## src/rtl/fixed_point_mul_arbiter.sv

```systemverilog
`default_nettype none
// ============================================================================
// Module   : fixed_point_mul_arbiter
// Brief    : Round-robin sharing of one fixed-point multiplier among NUM_REQ
//            lanes, with tag-tracked routing of results and overflow flags.
// Revision : 1.0
// ============================================================================
module fixed_point_mul_arbiter #(
    parameter int WIDTH       = 8,
    parameter int FRAC_BITS   = 3,
    parameter int NUM_REQ     = 4,
    parameter int MUL_LATENCY = 1,
    parameter int IDW         = $clog2(NUM_REQ)
) (
    input  logic                       CLK,
    input  logic                       RST,
    input  logic                       ENABLE,
    input  logic [NUM_REQ-1:0]         REQ_VALID,
    input  logic [NUM_REQ*WIDTH-1:0]   REQ_A,
    input  logic [NUM_REQ*WIDTH-1:0]   REQ_B,
    output logic [NUM_REQ-1:0]         REQ_READY,
    output logic [WIDTH-1:0]           MUL_A,
    output logic [WIDTH-1:0]           MUL_B,
    output logic                       MUL_VALID,
    input  logic [WIDTH-1:0]           MUL_RESULT,
    input  logic                       MUL_RESULT_VALID,
    output logic [NUM_REQ-1:0]         RSP_VALID,
    output logic [WIDTH-1:0]           RSP_DATA,
    output logic                       RSP_OVERFLOW,
    output logic                       IDLE
);

    localparam int c_CNT_W     = $clog2(MUL_LATENCY + 3);
    localparam bit c_PARAMS_OK = (FRAC_BITS < WIDTH) && (NUM_REQ >= 2) && (NUM_REQ <= 16);

    typedef struct packed {
        logic           valid;
        logic [IDW-1:0] id;
        logic           neg;
        logic           zero;
    } tag_t;

    logic [IDW-1:0]     r_ptr_q, w_ptr_d;
    logic [NUM_REQ-1:0] w_grant;
    logic [IDW-1:0]     w_grant_id;
    logic [IDW-1:0]     w_idx;
    logic               w_hs;
    logic [WIDTH-1:0]   w_sel_a, w_sel_b;

    logic               r_mul_valid_q, w_mul_valid_d;
    logic [WIDTH-1:0]   r_mul_a_q, w_mul_a_d;
    logic [WIDTH-1:0]   r_mul_b_q, w_mul_b_d;

    tag_t               r_tag_q [MUL_LATENCY+1];
    tag_t               w_tag_d [MUL_LATENCY+1];
    tag_t               w_tag_out;
    logic               w_rsp_fire;

    logic [NUM_REQ-1:0] r_rsp_valid_q, w_rsp_valid_d;
    logic [WIDTH-1:0]   r_rsp_data_q, w_rsp_data_d;
    logic               r_rsp_ovf_q, w_rsp_ovf_d;
    logic [c_CNT_W-1:0] r_cnt_q, w_cnt_d;

    // First valid requester at or after the pointer, wrapping around.
    always_comb begin
        w_grant    = '0;
        w_grant_id = '0;
        w_hs       = 1'b0;
        w_idx      = '0;
        if (ENABLE && !RST) begin
            for (int k = 0; k < NUM_REQ; k++) begin
                w_idx = IDW'((int'(r_ptr_q) + k) % NUM_REQ);
                if (!w_hs && REQ_VALID[w_idx]) begin
                    w_hs       = 1'b1;
                    w_grant_id = w_idx;
                end
            end
        end
        if (w_hs) begin
            w_grant[w_grant_id] = 1'b1;
        end
    end

    always_comb begin
        w_sel_a = '0;
        w_sel_b = '0;
        for (int i = 0; i < NUM_REQ; i++) begin
            if (w_grant[i]) begin
                w_sel_a = REQ_A[i*WIDTH +: WIDTH];
                w_sel_b = REQ_B[i*WIDTH +: WIDTH];
            end
        end
    end

    assign w_tag_out  = r_tag_q[MUL_LATENCY];
    assign w_rsp_fire = MUL_RESULT_VALID && w_tag_out.valid;

    always_comb begin
        w_ptr_d       = r_ptr_q;
        w_mul_valid_d = w_hs;
        w_mul_a_d     = r_mul_a_q;
        w_mul_b_d     = r_mul_b_q;
        if (w_hs) begin
            w_ptr_d   = (w_grant_id == IDW'(NUM_REQ - 1)) ? '0 : w_grant_id + 1'b1;
            w_mul_a_d = w_sel_a;
            w_mul_b_d = w_sel_b;
        end

        // Stage 0 lines up with MUL_VALID; the last stage with MUL_RESULT_VALID.
        w_tag_d[0].valid = w_hs;
        w_tag_d[0].id    = w_grant_id;
        w_tag_d[0].neg   = w_sel_a[WIDTH-1] ^ w_sel_b[WIDTH-1];
        w_tag_d[0].zero  = (w_sel_a == '0) || (w_sel_b == '0);
        for (int s = 1; s <= MUL_LATENCY; s++) begin
            w_tag_d[s] = r_tag_q[s-1];
        end

        w_rsp_valid_d = '0;
        w_rsp_data_d  = r_rsp_data_q;
        w_rsp_ovf_d   = r_rsp_ovf_q;
        if (w_rsp_fire) begin
            w_rsp_valid_d[w_tag_out.id] = 1'b1;
            w_rsp_data_d                = MUL_RESULT;
            w_rsp_ovf_d                 = !w_tag_out.zero && (MUL_RESULT[WIDTH-1] != w_tag_out.neg);
        end

        // A transaction stays counted through the cycle its response is presented.
        w_cnt_d = r_cnt_q;
        case ({w_hs, |r_rsp_valid_q})
            2'b10:   w_cnt_d = r_cnt_q + 1'b1;
            2'b01:   w_cnt_d = r_cnt_q - 1'b1;
            default: w_cnt_d = r_cnt_q;
        endcase
    end

    always_ff @(posedge CLK) begin
        if (RST) begin
            r_ptr_q       <= '0;
            r_mul_valid_q <= 1'b0;
            r_mul_a_q     <= '0;
            r_mul_b_q     <= '0;
            for (int s = 0; s <= MUL_LATENCY; s++) begin
                r_tag_q[s] <= '0;
            end
            r_rsp_valid_q <= '0;
            r_rsp_data_q  <= '0;
            r_rsp_ovf_q   <= 1'b0;
            r_cnt_q       <= '0;
        end else begin
            r_ptr_q       <= w_ptr_d;
            r_mul_valid_q <= w_mul_valid_d;
            r_mul_a_q     <= w_mul_a_d;
            r_mul_b_q     <= w_mul_b_d;
            r_tag_q       <= w_tag_d;
            r_rsp_valid_q <= w_rsp_valid_d;
            r_rsp_data_q  <= w_rsp_data_d;
            r_rsp_ovf_q   <= w_rsp_ovf_d;
            r_cnt_q       <= w_cnt_d;
        end
    end

    assign REQ_READY    = w_grant;
    assign MUL_VALID    = r_mul_valid_q;
    assign MUL_A        = r_mul_a_q;
    assign MUL_B        = r_mul_b_q;
    assign RSP_VALID    = r_rsp_valid_q;
    assign RSP_DATA     = r_rsp_data_q;
    assign RSP_OVERFLOW = r_rsp_ovf_q;
    assign IDLE         = (r_cnt_q == '0) && !w_hs;

    // Static guard on the parameter set; never toggles at run time.
    assert property (@(posedge CLK) c_PARAMS_OK);

endmodule
`default_nettype wire

```

## config.mk

```make
export PLATFORM = sky130hd
export DESIGN_NAME = fixed_point_mul_arbiter
export DESIGN_NICKNAME = d
export VERILOG_FILES = /design/src/rtl/fixed_point_mul_arbiter.sv
export SDC_FILE = /design/constraint.sdc
export NUM_CORES = 1
export LEC_CHECK = 0
export ABC_AREA = 1
export CORE_AREA = 2 2 62 123
export CTS_CLUSTER_DIAMETER = 150
export DETAILED_ROUTE_END_ITERATION = 6
export DIE_AREA = 0 0 64 125
export GPL_TIMING_DRIVEN = 0
export PLACE_DENSITY = 0.76
export SLEW_MARGIN = 20
export SYNTH_ARGS = -nofsm -noshare
export SYNTH_HDL_FRONTEND = slang
export SYNTH_SLANG_ARGS = --single-unit
```

## constraint.sdc

```tcl
create_clock -name CLK -period 2.7 [get_ports CLK]
set_input_delay 0.405 -clock CLK [delete_from_list [all_inputs] [get_ports CLK]]
set_output_delay 0.405 -clock CLK [all_outputs]
set_load 0.05 [all_outputs]
```

==> results.yml, run 1 <==
outcome:
  outcome: "complete, but fails checks"
  violations: "setup timing"
setup_path:
  critPathKind: "flop to flop"
  regToRegSetupSlack_ns: -0.23
  cp.arrival_ns: 3.08
  crit_slowest_cell: "dfxtp_4"
  cp-end-kind: "flop"
  crit_required_ns: 2.86
  path_buf_inv: 2
  worstPathMaxFanout: 6
  critical_path.most_common_cell: "nand2_2"
  cp_num_cells: 22
  r2r_start: "r_ptr_q[0]$_SDFFE_PP0N_"
  worstRegToRegCells: 22
  setup.worst_path.start_class: "flop"
  path_cells: "buf_6, nand2_2, nand2_2, nand2_2, nand2_4, nor2_4, nand2_2, nor2_4, a221o_1, nand3_4, ha_4, clkbuf_8, nor2_1, nand4_1, nand3_1, nand2_1, nand2_2, nor2_2, nand2_1, nor2_1, nor2_1, nor2_1"
  rr_endpoint: "r_tag_q[5]$_SDFF_PP0_"
  cp-endpoint: "r_tag_q[5]$_SDFF_PP0_"
  startpoint: "r_ptr_q[0]$_SDFFE_PP0N_"
  max_stage_delay_ns: 0.36
  cpLargestDelayFamily: "simple AND/OR/NAND/NOR gates"
power_and_ir_drop:
  p_per_area_mw_per_mm2: 526
  vdd_drop_max_mv: 0.391
  p_leak_nw: 2.34
routing:
  drc: 0
  postRouteAntennaNets: 0
  num_vias: 3520
  drt_iter0_drc: 230
  firstDrtPassIters: 6
  vias_per_cell: 5.07
  post_drt_wl_per_cell_um: 15.3
  routed_wl_mm: 10.6
timing:
  period_needed_ns: 2.93
  finalCritPeriodShare_pct: 108
  hold_viol: 0
  slew-limit-headroom_pct: 64.6
  fin_ws_ns: -0.226
  rsz0062_at_grt: "true"
  fmax_mhz: 342
  final-setup-viol-count: 13
  whs_ns: 0.402
  slew_violations: 0
  tightestPinTransition_ns: 0.529
  finClkSkew_ns: 0.00296
  tns_ns: -1.14
placement:
  io_buffers: 113
  post-dp-hpwl_mm: 6.30
  pre_cts_ws_ns: -1.40
  place_congestion: 0.899
final_layout:
  final_util_pct: 70.3
  final_nets: 686
  fill_cells: 514
  area_growth_pct: 84.5
  layout-drive-gt1-share_pct: 31.9
  n_antenna_cell: 0
die:
  die_width_um: 64
  io_pins: 115
  initial_core_util_pct: 38.1
  die_h_um: 125
  die_area_mm2: 0.00800
  core_area_mm2: 0.00710
  placementRows: 44
yosys:
  syn_inst: 435
  synth_area_per_cell_um2: 6.22
  netlist_area_mm2: 0.00271
  synth.top_cells.by_count: "96 x nand2_1, 76 x nor2_1, 58 x inv_1"
  ys_seq_area_share_pct: 31.8
  synth.most_common_cell: "nand2_1"
  ys_types: 28
  synth_flop_cell: "dfxtp_1"
  synth_area_leaders: "dfxtp_1 32%, nand2_1 13%, nor2_1 11%"
  synth_area_leader_cell: "dfxtp_1"
  synth_top_cell_area_share_pct: 31.8
  synthesis.nets: 520
  synth_edf_count: 0
  async_flop_share_pct: 0
  synth-seq-cells: 43
  yosysWarnings: 0
hold_path:
  hold_path_depth: 2
  min_path_type: "flop to flop"
global_routing:
  grt_max_degree: 14
  grt_pass1_vias: 3269
  grt_usage_pct: 23.5
  antenna_found_initial: 0
  overflow: 0
  grt_pass1_wl_mm: 15.2
cts:
  h-tree-depth: 2
  hold_buffers: 0
  worstSkewPairLatency_ns: 0.28
  root_buffer: "clkbuf_16"
  cts_max_path_buffers: 2
  cts_tree: "built"
  cts_buffers: 5
  path_clk_slew_ns: 0.06
  cts.sinks: 43
flow_run:
  drv_cap: 0
## routing by layer
metal	GRT usage [%]	wire length, um
met1	27.8	3700
met2	40.8	5520
met3	5.49	962
met4	7.93	405
met5	0	0
## flip-flops by register name, indices dropped and copies added, names as in the netlist
signal        cells
RSP_OVERFLOW      1
RSP_VALID         4
MUL_A             8
RSP_DATA          8
r_tag_q          10
MUL_B             8
r_cnt_q           2
r_ptr_q           2
## worst register-to-register path, delay by kind of cell (launching register included)
| kind | cells | cell delay (ns) |
|---|---|---|
| buf+inv | 2 | 0.31 |
| fa+ha+maj | 1 | 0.25 |
| simple gates | 18 | 1.69 |
| flops | 1 | 0.36 |
| compound gates | 1 | 0.17 |
## report_power, final
part	internal, mW	switching, mW
Sequential	0.702	0.0434
Clock	0.341	0.235
Combinational	0.578	0.729
## how the worst min path moves through the flow
stage / start / slack (ns) / to
3_5_place_dp: r_tag_q[6]$_SDFF_PP0_ / 0.40 / r_tag_q[1]$_SDFF_PP0_
3_3_place_gp: r_tag_q[6]$_SDFF_PP0_ / 0.39 / r_tag_q[1]$_SDFF_PP0_
5_1_grt: r_tag_q[8]$_SDFF_PP0_ / 0.43 / r_tag_q[3]$_SDFF_PP0_
6_report: r_tag_q[6]$_SDFF_PP0_ / 0.40 / r_tag_q[1]$_SDFF_PP0_
4_1_cts: r_tag_q[6]$_SDFF_PP0_ / 0.40 / r_tag_q[1]$_SDFF_PP0_
2_1_floorplan: r_tag_q[5]$_SDFF_PP0_ / 0.39 / r_tag_q[0]$_SDFF_PP0_
## cell usage in the layout (no fill, tap or decap), types with 11 or more instances in the layout
cell type / count
nand4_1: 40
nor2_2: 14
nand2_1: 59
dfxtp_1: 41
clkdlybuf4s50_1: 104
a21oi_1: 15
nand2_2: 37
nor2_1: 58
o21ai_0: 12
inv_2: 11
inv_1: 50
buf_4: 33
buf_6: 23
## logic make-up after synthesis
| group | share of synthesized area, % |
|---|---|
| AOI/OAI and AO/OA | 7.90 |
| xor gates and xnor gates | 0.647 |
| adders and majority gates | 2.31 |
| buffers and inverters | 15.0 |
| DFF | 31.8 |
| and+or+nand+nor | 42.3 |
## repair_timing
action | in CTS | in global routing
endpoints found under the setup margin | 24 | 25
buffers inserted | 36 | 10
pin swaps | 40 | 47
resized for setup | 106 | 90
gates cloned | 2 | 1
hold endpoints to repair | 0 | 0
## through the flow
stage / instances / total power, mW / cell area, um2
detailed placement: 640 / 1.64 / 3980
CTS: 684 / 2.40 / 4640
global route: 694 / 2.74 / 5000
floorplan: 435 / 1.32 / 2730
finish: 694 / 2.63 / 5000
global placement: 640 / 1.63 / 3980
## cell type report
| cell class | count | area, um2 | area share, % |
|---|---|---|---|
| Sequential cell | 43 | 868 | 17.4 |
| Tap cell | 92 | 115 | 2.30 |
| Multi-Input combinational cell | 297 | 1810 | 36.3 |
| Timing Repair Buffer | 162 | 1580 | 31.7 |
| Clock buffer | 6 | 129 | 2.58 |
| Buffer | 23 | 188 | 3.76 |
| Clock inverter | 2 | 12.5 | 0.250 |
| Inverter | 69 | 287 | 5.74 |
No activity file was read; power rests on OpenSTA's default activity.
==> run 2, diff against run 1 <==
--- a/config.mk
+++ b/config.mk
@@ -12,7 +12,6 @@
 export DIE_AREA = 0 0 64 125
 export GPL_TIMING_DRIVEN = 0
 export PLACE_DENSITY = 0.76
-export SLEW_MARGIN = 20
 export SYNTH_ARGS = -nofsm -noshare
 export SYNTH_HDL_FRONTEND = slang
 export SYNTH_SLANG_ARGS = --single-unit
==> results of run 2 <==
The final DEF is identical to that of run 1; final timing and power are the same.
==> run 3, diff against run 2 <==
--- a/config.mk
+++ b/config.mk
@@ -6,12 +6,13 @@
 export NUM_CORES = 1
 export LEC_CHECK = 0
 export ABC_AREA = 1
-export CORE_AREA = 2 2 62 123
+export CORE_AREA = 2 2 52 103
 export CTS_CLUSTER_DIAMETER = 150
 export DETAILED_ROUTE_END_ITERATION = 6
-export DIE_AREA = 0 0 64 125
+export DIE_AREA = 0 0 54 105
+export DONT_BUFFER_PORTS = 1
 export GPL_TIMING_DRIVEN = 0
-export PLACE_DENSITY = 0.76
+export PLACE_DENSITY = 0.73
 export SYNTH_ARGS = -nofsm -noshare
 export SYNTH_HDL_FRONTEND = slang
 export SYNTH_SLANG_ARGS = --single-unit
==> results.yml, run 3 (same netlist as run 1, synthesis figures left out) <==
placement:
  placedCellCount: 492
  post-dp-hpwl_mm: 5.82
  io_buffers: 0
  place_congestion: 0.935
  place_area_mm2: 0.00280
  pre_cts_ws_ns: -0.610
hold_path:
  min_path_type: "primary input to flop"
setup_path:
  worstPathMaxFanout: 6
  critPathKind: "flop to primary output"
  path_cells: "buf_6, buf_6, nand2_2, o21ai_2, o21ai_2, nor2_2, nor2_2, xor2_2, nand2_4, buf_12, ha_4, nand3_4, buf_6, clkinvlp_4"
  cpLargestDelayFamily: "buffers and inverters"
  crit_slowest_cell: "dfxtp_2"
  cp.arrival_ns: 2.46
  path_buf_inv: 5
  critical_path.most_common_cell: "buf_6"
  max_stage_delay_ns: 0.33
  cp-end-kind: "primary output"
  crit_required_ns: 2.30
  setup.worst_path.start_class: "flop"
die:
  die_h_um: 105
  die_width_um: 54
  core_area_mm2: 0.00486
  io_pins: 115
  placementRows: 36
  initial_core_util_pct: 55.7
  die_area_mm2: 0.00567
cts:
  cts_buffers: 5
  cts_max_path_buffers: 2
  worstSkewPairLatency_ns: 0.29
  cts.sinks: 43
  cts_tree: "built"
  root_buffer: "clkbuf_8"
  path_clk_slew_ns: 0.08
  h-tree-depth: 2
power_and_ir_drop:
  p_leak_nw: 1.71
  p_per_area_mw_per_mm2: 598
  power.share.switching_pct: 41.7
  internal_power_mw: 1.18
  combPwrFrac_pct: 38.2
  vdd_drop_max_mv: 0.617
  clkPwrFrac_pct: 19.2
  p_seq_share_pct: 42.6
  total_power_mw: 2.03
  p_switching_mw: 0.846
routing:
  postRouteAntennaNets: 0
  num_vias: 2870
  drt_iter0_drc: 96
  drc: 0
  post_drt_wl_per_cell_um: 15.4
  vias_per_cell: 5.49
  routed_wl_mm: 8.05
  firstDrtPassIters: 6
timing:
  slew_violations: 0
  finalCritPeriodShare_pct: 106
  hold_viol: 0
  final-setup-viol-count: 5
  rsz0062_at_grt: "true"
  tightestPinTransition_ns: 0.830
  fin_ws_ns: -0.167
  slew-limit-headroom_pct: 44.4
  fmax_mhz: 349
  finClkSkew_ns: 0.00742
  period_needed_ns: 2.87
global_routing:
  grt_pass1_wl_mm: 12.1
  overflow: 0
  antenna_found_initial: 0
  grt_pass1_vias: 2748
  grt_usage_pct: 28.2
  grt_max_degree: 14
outcome:
  outcome: "complete, but fails checks"
  violations: "setup timing"
final_layout:
  n_antenna_cell: 0
  stdcell_area_mm2: 0.00339
  final_nets: 550
  layout_commonest_cell: "nand2_1"
  fill_cells: 438
  largest_reg_flops: 10
  seq_area_um2: 866
  multi_input_area_mm2: 0.00168
  layout_common_cells: "80 x nand2_1, 68 x nor2_1, 52 x inv_1, 41 x dfxtp_1, 40 x nand4_1"
  layout-drive-gt1-share_pct: 26.8
  largest_register: "r_tag_q"
  fin_cells: 523
  area_growth_pct: 25.3
flow_run:
  drv_cap: 0
==> run 3: worst reg2reg max path: stages (launching register included) <==
cell and delay [ns]:
dfxtp_2 0.34, buf_6 0.12, buf_6 0.12, nand2_4 0.05, nand3_2 0.07, nand2_2 0.08, nor2_4 0.15, nand2_1 0.09
nor2_2 0.12, a221o_1 0.17, nand3_4 0.13, inv_4 0.12, ha_4 0.17, nand3_4 0.09, buf_6 0.15, buf_8 0.14
nand3_1 0.11, nand2_1 0.08, nand2_1 0.10, nor2_1 0.05, nand2_1 0.05, nor2_1 0.04, nor2_1 0.10, nor2_1 0.04
==> run 3: layer usage <==
layer | global-route usage (%) | routed length (um) | vias to the layer above
met5 | 0 | 0 | -
met4 | 10.7 | 250 | 0
met3 | 5.29 | 439 | 23
met2 | 53.7 | 4640 | 113
met1 | 27.6 | 2720 | 1292
li1 | - | - | 1442
==> run 3: final cells by class <==
cell class / instances / share of cell area [%]
clock buffer: 6 / 2.14
tap: 57 / 2.10
buffer: 25 / 5.46
inverter: 69 / 8.26
multi-input combinational: 297 / 49.4
sequential: 43 / 25.5
timing repair buffer: 24 / 6.71
clock inverter: 2 / 0.369
==> run 3: worst paths after layout <==
path | from | to | slack, ns | depth (start not counted)
worst max-delay path | r_ptr_q[0]$_SDFFE_PP0N_ | REQ_READY[2] | -0.17 | 14
worst min-delay path | MUL_RESULT[6] | RSP_DATA[6]$_SDFFE_PP0P_ | 0.29 | 2
worst max register to register | r_ptr_q[0]$_SDFFE_PP0N_ | r_tag_q[5]$_SDFF_PP0_ | -0.11 | 23
worst min register to register | r_tag_q[5]$_SDFF_PP0_ | r_tag_q[0]$_SDFF_PP0_ | 0.41 | 2
==> run 3: what timing repair did <==
action	CTS	global route
endpoints found under the setup margin	23	23
resized for setup	47	49
pin swaps	18	24
gates cloned	1	2
setup buffers	16	5
hold buffers	0	0
==> run 3: stage by stage <==
step / utilization, % / setup TNS (ns) / hold WS (ns)
final: 69.7 / -0.512 / 0.286
after global routing: 69.7 / -2.18 / 0.291
after CTS: 65.6 / -0.302 / 0.283
after detailed placement: 57.6 / -7.44 / 0.392
after global placement: 57.6 / -6.23 / 0.390
after floorplan: - / 0 / 0.388
==> run 3: power by group through the flow <==
stage,sequential [mW],combinational [mW],clock (mW)
floorplan,0.865,0.458,0
global placement,0.876,0.555,0
detailed placement,0.877,0.565,0
CTS,0.864,0.684,0.398
global route,0.873,0.843,0.420
finish,0.865,0.775,0.389
